**src/rtl/ps2_kbd_cmd_ctrl_pkg.sv**
```systemverilog
// ps2_cmd_pkg: shared constants and encodings for the PS/2 keyboard
// command sequencer (command/response bytes, FSM states, LED phases).
package ps2_cmd_pkg;

  localparam logic [7:0] CMD_RESET    = 8'hFF;
  localparam logic [7:0] CMD_SET_LED  = 8'hED;
  localparam logic [7:0] RSP_ACK      = 8'hFA;
  localparam logic [7:0] RSP_RESEND   = 8'hFE;
  localparam logic [7:0] RSP_BAT_OK   = 8'hAA;
  localparam logic [7:0] RSP_BAT_FAIL = 8'hFC;

  typedef enum logic [2:0] {
    ST_IDLE,
    ST_SEND,
    ST_WAIT_TX,
    ST_WAIT_ACK,
    ST_WAIT_BAT
  } state_e;

  // PH_NONE marks a reset exchange so its ACK is never
  // mistaken for the LED command ACK.
  typedef enum logic [1:0] {
    PH_NONE,
    PH_CMD,
    PH_ARG
  } phase_e;

endpackage

```
**src/rtl/ps2_kbd_cmd_ctrl_if.sv**
```systemverilog
// ps2_kbd_cmd_ctrl_if: link between the command sequencer and the PS/2
// byte transmitter / receiver (tx strobe+status, rx byte stream).
interface ps2_kbd_cmd_ctrl_if;

  logic [7:0] tx_data;
  logic       tx_req;
  logic       tx_busy;
  logic       tx_done;
  logic       tx_error;
  logic [7:0] rx_data;
  logic       rx_valid;

  // master: the sequencer
  modport master (
    output tx_data,
    output tx_req,
    input  tx_busy,
    input  tx_done,
    input  tx_error,
    input  rx_data,
    input  rx_valid
  );

  // slave: the PS/2 transmitter / receiver side
  modport slave (
    input  tx_data,
    input  tx_req,
    output tx_busy,
    output tx_done,
    output tx_error,
    output rx_data,
    output rx_valid
  );

endinterface

```
**src/rtl/ps2_kbd_cmd_ctrl_timer.sv**
```systemverilog
// ps2_cmd_timer: loadable down-counter, saturating at zero.
// Ports: clk_i, rst_ni, load_i/val_i (load), en_i (count), expired_o.
module ps2_cmd_timer #(
  parameter int W = 25
) (
  input  logic         clk_i,
  input  logic         rst_ni,
  input  logic         load_i,
  input  logic [W-1:0] val_i,
  input  logic         en_i,
  output logic         expired_o
);

  logic [W-1:0] cnt_q;

  always_ff @(posedge clk_i) begin
    if (!rst_ni) begin
      cnt_q <= '0;
    end else if (load_i) begin
      cnt_q <= val_i;
    end else if (en_i && cnt_q != '0) begin
      cnt_q <= cnt_q - W'(1);
    end
  end

  assign expired_o = (cnt_q == '0);

endmodule

```
**src/rtl/ps2_kbd_cmd_ctrl.sv**
```systemverilog
// ps2_kbd_cmd_ctrl: host-side PS/2 keyboard command sequencer.
// Ports: clk_i/rst_ni; link (tx/rx master); rst_req_i, led_req_i, led_i
// requests; kbd_data_o/kbd_valid_o forwarded bytes; busy/done/err/bat_ok.
module ps2_kbd_cmd_ctrl
  import ps2_cmd_pkg::*;
#(
  parameter int unsigned ACK_TIMEOUT = 500000,
  parameter int unsigned BAT_TIMEOUT = 25000000,
  parameter int unsigned MAX_RETRY   = 3
) (
  input  logic       clk_i,
  input  logic       rst_ni,
  ps2_kbd_cmd_ctrl_if.master link,
  input  logic       rst_req_i,
  input  logic       led_req_i,
  input  logic [2:0] led_i,
  output logic [7:0] kbd_data_o,
  output logic       kbd_valid_o,
  output logic       busy_o,
  output logic       done_o,
  output logic       err_o,
  output logic       bat_ok_o
);

  localparam int unsigned TMAX =
    (ACK_TIMEOUT > BAT_TIMEOUT) ? ACK_TIMEOUT : BAT_TIMEOUT;
  localparam int TW = $clog2(TMAX + 1);
  localparam int RW = $clog2(MAX_RETRY + 1);
  localparam logic [TW-1:0] T_ACK = TW'(ACK_TIMEOUT);
  localparam logic [TW-1:0] T_BAT = TW'(BAT_TIMEOUT);
  localparam logic [RW-1:0] R_MAX = RW'(MAX_RETRY);

  state_e        state_q, state_d;
  phase_e        phase_q, phase_d;
  logic [7:0]    byte_q, byte_d;
  logic [RW-1:0] retry_q, retry_d;
  logic [2:0]    ledv_q, ledv_d;
  logic          rpend_q, rpend_d;
  logic          lpend_q, lpend_d;
  logic          bat_q, bat_d;
  logic          done_q, done_d;
  logic          err_q, err_d;
  logic [7:0]    kdata_q;
  logic          kvalid_q;

  logic          rst_clr, led_clr;
  logic          consume, do_retry;
  logic          t_load, t_en, t_exp;
  logic [TW-1:0] t_val;
  logic          fwd;

  ps2_cmd_timer #(
    .W (TW)
  ) u_timer (
    .clk_i     (clk_i),
    .rst_ni    (rst_ni),
    .load_i    (t_load),
    .val_i     (t_val),
    .en_i      (t_en),
    .expired_o (t_exp)
  );

  assign t_en = (state_q == ST_WAIT_ACK)
             || (state_q == ST_WAIT_BAT);

  // A request in the same cycle its flag clears keeps the flag set.
  assign rpend_d = (rpend_q && !rst_clr) || rst_req_i;
  assign lpend_d = (lpend_q && !led_clr) || led_req_i;
  assign ledv_d  = led_req_i ? led_i : ledv_q;

  always_comb begin
    state_d  = state_q;
    phase_d  = phase_q;
    byte_d   = byte_q;
    retry_d  = retry_q;
    bat_d    = bat_q;
    done_d   = 1'b0;
    err_d    = 1'b0;
    rst_clr  = 1'b0;
    led_clr  = 1'b0;
    consume  = 1'b0;
    do_retry = 1'b0;
    t_load   = 1'b0;
    t_val    = '0;

    case (state_q)
      ST_IDLE: begin
        if (rpend_q) begin
          byte_d  = CMD_RESET;
          phase_d = PH_NONE;
          rst_clr = 1'b1;
          bat_d   = 1'b0;
          retry_d = '0;
          state_d = ST_SEND;
        end else if (lpend_q) begin
          byte_d  = CMD_SET_LED;
          phase_d = PH_CMD;
          led_clr = 1'b1;
          retry_d = '0;
          state_d = ST_SEND;
        end
      end

      ST_SEND: begin
        if (!link.tx_busy) state_d = ST_WAIT_TX;
      end

      ST_WAIT_TX: begin
        if (link.tx_done) begin
          state_d = ST_WAIT_ACK;
          t_load  = 1'b1;
          t_val   = T_ACK;
        end else if (link.tx_error) begin
          do_retry = 1'b1;
        end
      end

      ST_WAIT_ACK: begin
        // An rx byte takes precedence over a same-cycle expiry.
        if (link.rx_valid) begin
          unique case (1'b1)
            (link.rx_data == RSP_ACK): begin
              consume = 1'b1;
              if (phase_q == PH_CMD) begin
                byte_d  = {5'b0, ledv_d};
                phase_d = PH_ARG;
                retry_d = '0;
                state_d = ST_SEND;
              end else if (byte_q == CMD_RESET) begin
                t_load  = 1'b1;
                t_val   = T_BAT;
                state_d = ST_WAIT_BAT;
              end else begin
                done_d  = 1'b1;
                state_d = ST_IDLE;
              end
            end
            (link.rx_data == RSP_RESEND): begin
              consume  = 1'b1;
              do_retry = 1'b1;
            end
            default: ;
          endcase
        end else if (t_exp) begin
          do_retry = 1'b1;
        end
      end

      ST_WAIT_BAT: begin
        if (link.rx_valid) begin
          unique case (1'b1)
            (link.rx_data == RSP_BAT_OK): begin
              consume = 1'b1;
              bat_d   = 1'b1;
              done_d  = 1'b1;
              state_d = ST_IDLE;
            end
            (link.rx_data == RSP_BAT_FAIL): begin
              consume = 1'b1;
              err_d   = 1'b1;
              state_d = ST_IDLE;
            end
            default: ;
          endcase
        end else if (t_exp) begin
          err_d   = 1'b1;
          state_d = ST_IDLE;
        end
      end

      default: state_d = ST_IDLE;
    endcase

    if (do_retry) begin
      if (retry_q < R_MAX) begin
        retry_d = retry_q + RW'(1);
        state_d = ST_SEND;
      end else begin
        err_d   = 1'b1;
        state_d = ST_IDLE;
      end
    end
  end

  assign fwd = link.rx_valid && !consume;

  always_ff @(posedge clk_i) begin
    if (!rst_ni) begin
      state_q  <= ST_IDLE;
      phase_q  <= PH_NONE;
      byte_q   <= '0;
      retry_q  <= '0;
      ledv_q   <= '0;
      rpend_q  <= 1'b0;
      lpend_q  <= 1'b0;
      bat_q    <= 1'b0;
      done_q   <= 1'b0;
      err_q    <= 1'b0;
      kdata_q  <= '0;
      kvalid_q <= 1'b0;
    end else begin
      state_q  <= state_d;
      phase_q  <= phase_d;
      byte_q   <= byte_d;
      retry_q  <= retry_d;
      ledv_q   <= ledv_d;
      rpend_q  <= rpend_d;
      lpend_q  <= lpend_d;
      bat_q    <= bat_d;
      done_q   <= done_d;
      err_q    <= err_d;
      kvalid_q <= fwd;
      if (fwd) kdata_q <= link.rx_data;
    end
  end

  assign link.tx_req  = (state_q == ST_SEND) && !link.tx_busy;
  assign link.tx_data = byte_q;

  assign kbd_data_o  = kdata_q;
  assign kbd_valid_o = kvalid_q;
  assign busy_o      = (state_q != ST_IDLE);
  assign done_o      = done_q;
  assign err_o       = err_q;
  assign bat_ok_o    = bat_q;

endmodule

```
**src/flat_wrapper.sv**
```systemverilog
// flat-port wrapper written by rule: the top's interface ports become plain ports
module ps2_kbd_cmd_ctrl_flat import ps2_cmd_pkg::*;
#(
  parameter int unsigned ACK_TIMEOUT = 500000,
  parameter int unsigned BAT_TIMEOUT = 25000000,
  parameter int unsigned MAX_RETRY   = 3
)
  (clk_i, rst_ni, rst_req_i, led_req_i, led_i, kbd_data_o, kbd_valid_o, busy_o, done_o, err_o, bat_ok_o, link_tx_data, link_tx_req, link_tx_busy, link_tx_done, link_tx_error, link_rx_data, link_rx_valid);
  ps2_kbd_cmd_ctrl_if link_i ();
  input  logic clk_i;
  input  logic rst_ni;
  input  logic rst_req_i;
  input  logic led_req_i;
  input  logic [2:0] led_i;
  output logic [7:0] kbd_data_o;
  output logic kbd_valid_o;
  output logic busy_o;
  output logic done_o;
  output logic err_o;
  output logic bat_ok_o;
  output wire logic [$bits(link_i.tx_data)-1:0] link_tx_data;
  output wire logic [$bits(link_i.tx_req)-1:0] link_tx_req;
  input wire logic [$bits(link_i.tx_busy)-1:0] link_tx_busy;
  input wire logic [$bits(link_i.tx_done)-1:0] link_tx_done;
  input wire logic [$bits(link_i.tx_error)-1:0] link_tx_error;
  input wire logic [$bits(link_i.rx_data)-1:0] link_rx_data;
  input wire logic [$bits(link_i.rx_valid)-1:0] link_rx_valid;
  assign link_tx_data = link_i.tx_data;
  assign link_tx_req = link_i.tx_req;
  assign link_i.tx_busy = link_tx_busy;
  assign link_i.tx_done = link_tx_done;
  assign link_i.tx_error = link_tx_error;
  assign link_i.rx_data = link_rx_data;
  assign link_i.rx_valid = link_rx_valid;
  ps2_kbd_cmd_ctrl #(.ACK_TIMEOUT(ACK_TIMEOUT), .BAT_TIMEOUT(BAT_TIMEOUT), .MAX_RETRY(MAX_RETRY)) u_core (.clk_i(clk_i), .rst_ni(rst_ni), .link(link_i), .rst_req_i(rst_req_i), .led_req_i(led_req_i), .led_i(led_i), .kbd_data_o(kbd_data_o), .kbd_valid_o(kbd_valid_o), .busy_o(busy_o), .done_o(done_o), .err_o(err_o), .bat_ok_o(bat_ok_o));
endmodule
```
**config.mk**
```make
export PLATFORM = sky130hd
export DESIGN_NAME = ps2_kbd_cmd_ctrl_flat
export DESIGN_NICKNAME = d
export VERILOG_FILES = /design/src/rtl/ps2_kbd_cmd_ctrl_pkg.sv /design/src/rtl/ps2_kbd_cmd_ctrl_if.sv /design/src/rtl/ps2_kbd_cmd_ctrl_timer.sv /design/src/rtl/ps2_kbd_cmd_ctrl.sv /design/src/flat_wrapper.sv
export SDC_FILE = /design/constraint.sdc
export NUM_CORES = 1
export LEC_CHECK = 0
export CAP_MARGIN = 30
export CORE_MARGIN = 10
export CORE_UTILIZATION = 49
export DETAILED_ROUTE_END_ITERATION = 10
export GPL_TIMING_DRIVEN = 0
export HOLD_SLACK_MARGIN = 0.02
export PLACE_DENSITY = 0.76
export SLEW_MARGIN = 20
export SYNTH_ARGS = -nofsm -noshare
export SYNTH_HDL_FRONTEND = slang
export SYNTH_HIERARCHICAL = 1
export SYNTH_SLANG_ARGS = --single-unit
```
**constraint.sdc**
```tcl
create_clock -name clk_i -period 2.5 [get_ports clk_i]
set_input_delay 0.25 -clock clk_i [delete_from_list [all_inputs] [get_ports clk_i]]
set_output_delay 0.25 -clock clk_i [all_outputs]
set_load 0.02 [all_outputs]
```
==> results.md <==
| Quantity | Value |
|---|---|
| Area inside the core boundary | 5850 µm² |
| Type of the worst min-delay path | reg2reg |
| Most common flop cell mapped by yosys | sky130_fd_sc_hd__dfxtp_1 |
| Overall Power | 3720 µW |
| Post-route fraction of the period consumed by the critical path | 96.4% |
| Critical path class | reg2reg |
| Avg Inst Size Synth | 8.49 µm² |
| Max Transition Viols Final | 0 |
| Leakage power of the design | 0.00137 µW |
| Critical Path AT | 2590 ps |
| Number of warnings printed during yosys synthesis | 6 |
| Global-route usage over all layers | 15.4% |
| Startpoint type of the worst setup path | register |
| Detailed-route DRC error count | 0 |
| Most frequent cells in the layout | sky130_fd_sc_hd__dfxtp_1 (52), sky130_fd_sc_hd__clkdlybuf4s50_1 (40), sky130_fd_sc_hd__o21ai_0 (30), sky130_fd_sc_hd__a21oi_1 (28), sky130_fd_sc_hd__nor2_1 (27) |
| Minimum clock period | 2410 ps |
| Growth of design area from synthesis to finish | 25.5% |
| Post-Route WL | 7700 µm |
| Crit path capture type | register |
| Critical path fanouts, max | 10 |
| Floorplan die height | 97.3 µm |
| Pin count of the biggest net entering global routing | 17 |
| Number of buffers inserted during clock tree synthesis | 5 |
| Fraction of final layout cells sized beyond drive strength 1 | 14.3% |
| CP required | 2680 ps |
| Number of I/O port buffers | 40 |
| DRT antenna net count | 0 |
| Sequential-to-total area share from yosys stat | 36.9% |
| Max VDD drop | 538 µV |
| Half-perimeter wire length of the detailed placement result | 5470 µm |
| Number of cells produced by synthesis | 345 |
| End-of-flow core utilization | 62.8% |
| Number of levels in the clock H-tree | 2 |
| Violation count after the first detailed-route iteration | 148 |
| Number of inserted diodes | 0 |
| Clock latency reported for the late side of the worst-skew pair | 310 ps |
| Number of vias after detailed routing | 2,798 |
| Clock tree buffer depth | 2 |
| Clock Tree Root | sky130_fd_sc_hd__clkbuf_8 |
| Max-cap violations | 0 |
| DR pass1 iterations | 4 |
| Most common library cell in the layout ignoring fill and taps | sky130_fd_sc_hd__dfxtp_1 |
| Maximum operating frequency | 415 MHz |
| First-pass GRT wire length | 12,600 µm |
| Async SR Flop Fraction | 0% |
| CTS tree | built |
| Starting density of the core | 50.0% |
| Die area | 9470 µm² |
| Routed WL per cell | 16.0 µm |
| Run status | completed |
| Final hold violation count | 0 |
| Setup repair after global routing missed its margin | true |
| Post-layout net count | 428 |
| PwrDens | 1010 nW/µm² |
| Die width | 97.3 µm |
| Number of synthesized register bits | 54 |
| Least-Margin Pin Slew | 595 ps |
| Vias in the first global route | 2,662 |
| Number of setup violations in the final report | 0 |
| Mean number of vias per cell | 5.80 |
| Number of synthesized flops with an enable pin | 0 |
| I/O pin count | 41 |
| Number of antenna violations at the first check in global routing | 0 |
| Fin Clk Skew | 10.8 ps |
| Remaining global-route overflow | 0 |
| Slew Limit Headroom | 59.3% |
| Std cell rows | 28 |
| GPL Wtd Cong | 0.907 |
| Clock sinks | 54 |
| Post-synth cell types | 69 |
| Clock transition at the registers of the reported paths | 100 ps |
| Combined area of all synthesized cells | 2930 µm² |
## cell families (layout without fill, tap and decap cells)
| family | after synthesis | in the layout | synth area share (%) |
|---|---|---|---|
| AO/OA/AOI/OAI | 111 | 111 | 24.4 |
| XOR/XNOR | 13 | 13 | 3.89 |
| adder cells (fa/ha/maj) | 3 | 3 | 1.28 |
| buffers and inverters | 29 | 83 | 5.09 |
| flip-flops | 54 | 54 | 36.9 |
| multiplexers | 12 | 12 | 4.10 |
| other | 1 | 9 | 0.128 |
| AND/OR/NAND/NOR | 122 | 122 | 24.1 |
## sequential cells by signal (all words and copies together) (netlist names)
signal                flops
u_core/kbd_valid_o        1
u_core/phase_q            2
u_core/done_o             1
u_core/err_o              1
u_core/ledv_q             3
u_core/rpend_q            1
u_core/bat_ok_o           1
u_core/link.tx_data       5
u_core/kbd_data_o         8
u_core/u_timer/cnt_q     25
u_core/retry_q            2
u_core/state_q            3
u_core/lpend_q            1
## synthesized netlist by cell type, types with 4 or more instances
master,number,area share (%)
sky130_fd_sc_hd__dfxtp_1,54,37
sky130_fd_sc_hd__o21ai_0,31,5.3
sky130_fd_sc_hd__a21oi_1,28,4.8
sky130_fd_sc_hd__nor2_1,27,3.5
sky130_fd_sc_hd__nand2_1,20,2.6
sky130_fd_sc_hd__mux2i_1,12,4.1
sky130_fd_sc_hd__nand3_1,12,2.1
sky130_fd_sc_hd__clkbuf_1,9,1.2
sky130_fd_sc_hd__nor3_1,9,1.5
sky130_fd_sc_hd__inv_1,8,1.0
sky130_fd_sc_hd__a31oi_1,7,1.5
sky130_fd_sc_hd__xnor2_1,7,2.1
sky130_fd_sc_hd__nor4_1,6,1.3
sky130_fd_sc_hd__xor2_1,6,1.8
sky130_fd_sc_hd__o211ai_1,5,1.3
sky130_fd_sc_hd__o31ai_1,5,1.3
sky130_fd_sc_hd__buf_2,4,0.68
sky130_fd_sc_hd__buf_4,4,1.0
sky130_fd_sc_hd__nand2b_1,4,0.85
sky130_fd_sc_hd__nand3b_1,4,1.0
sky130_fd_sc_hd__nor3b_1,4,1.0
sky130_fd_sc_hd__or3_1,4,0.85
sky130_fd_sc_hd__or4_1,4,1.0
## area by class of cell
class | instances | area, µm²
multi-input combinational | 270 | 1800
tap | 75 | 93.8
timing repair buffer | 48 | 458
clock buffer | 6 | 82.6
buffer | 18 | 100
fill | 509 | 2180
sequential | 54 | 1090
clock inverter | 2 | 12.5
inverter | 9 | 37.5
## metal layers
metal	GRT usage, %	vias up	share of wire (%)
li1	-	1404	-
met1	17.7	1284	42
met2	26.9	98	48
met3	4.55	12	8.3
met4	4.14	0	1.5
met5	0	-	0
## worst max-delay path, stage by stage, from the launching register on
cell                         delay, ps
sky130_fd_sc_hd__dfxtp_4           380
sky130_fd_sc_hd__and2b_2           250
sky130_fd_sc_hd__and2_2            250
sky130_fd_sc_hd__and3_1            200
sky130_fd_sc_hd__and4_4            220
sky130_fd_sc_hd__or2_4             300
sky130_fd_sc_hd__clkinvlp_4        140
sky130_fd_sc_hd__clkbuf_1          420
sky130_fd_sc_hd__a21oi_1           120
## power by group
part / switching [µW] / leakage [µW] / internal, µW
logic: 1190 / 0.000875 / 789
clock network: 287 / 0.0000472 / 223
registers: 206 / 0.000443 / 1030
## metrics by stage
stage	area [µm²]	std cells	setup TNS [ps]	worst slack, ps	hold slack, ps
floorplan	2960	353	0	7.92	367
global placement	3450	468	-9290	-476	450
detailed placement	3450	468	-9870	-482	458
CTS	3640	482	0	7.86	474
global route	3670	482	-13.7	-13.7	501
finish	3670	482	0	90.0	473
## worst paths after layout
path / from / endpoint / slack [ps] / cells after the start
worst max-delay path: u_core/state_q[2] / u_core/u_timer/cnt_q[9] / 90 / 8
worst min register to register: u_core/phase_q[1] / u_core/phase_q[1] / 470 / 2
worst min-delay path: u_core/phase_q[1] / u_core/phase_q[1] / 470 / 2
worst max register to register: u_core/state_q[2] / u_core/u_timer/cnt_q[9] / 90 / 8
## repair_timing
item	4_1_cts	5_1_grt
endpoints found under the hold margin	0	0
endpoints found under the setup margin	31	24
hold buffers	0	0
buffers inserted	6	2
pin swaps	3	5
resized for setup	15	14
(Power assumes the default switching activity.)
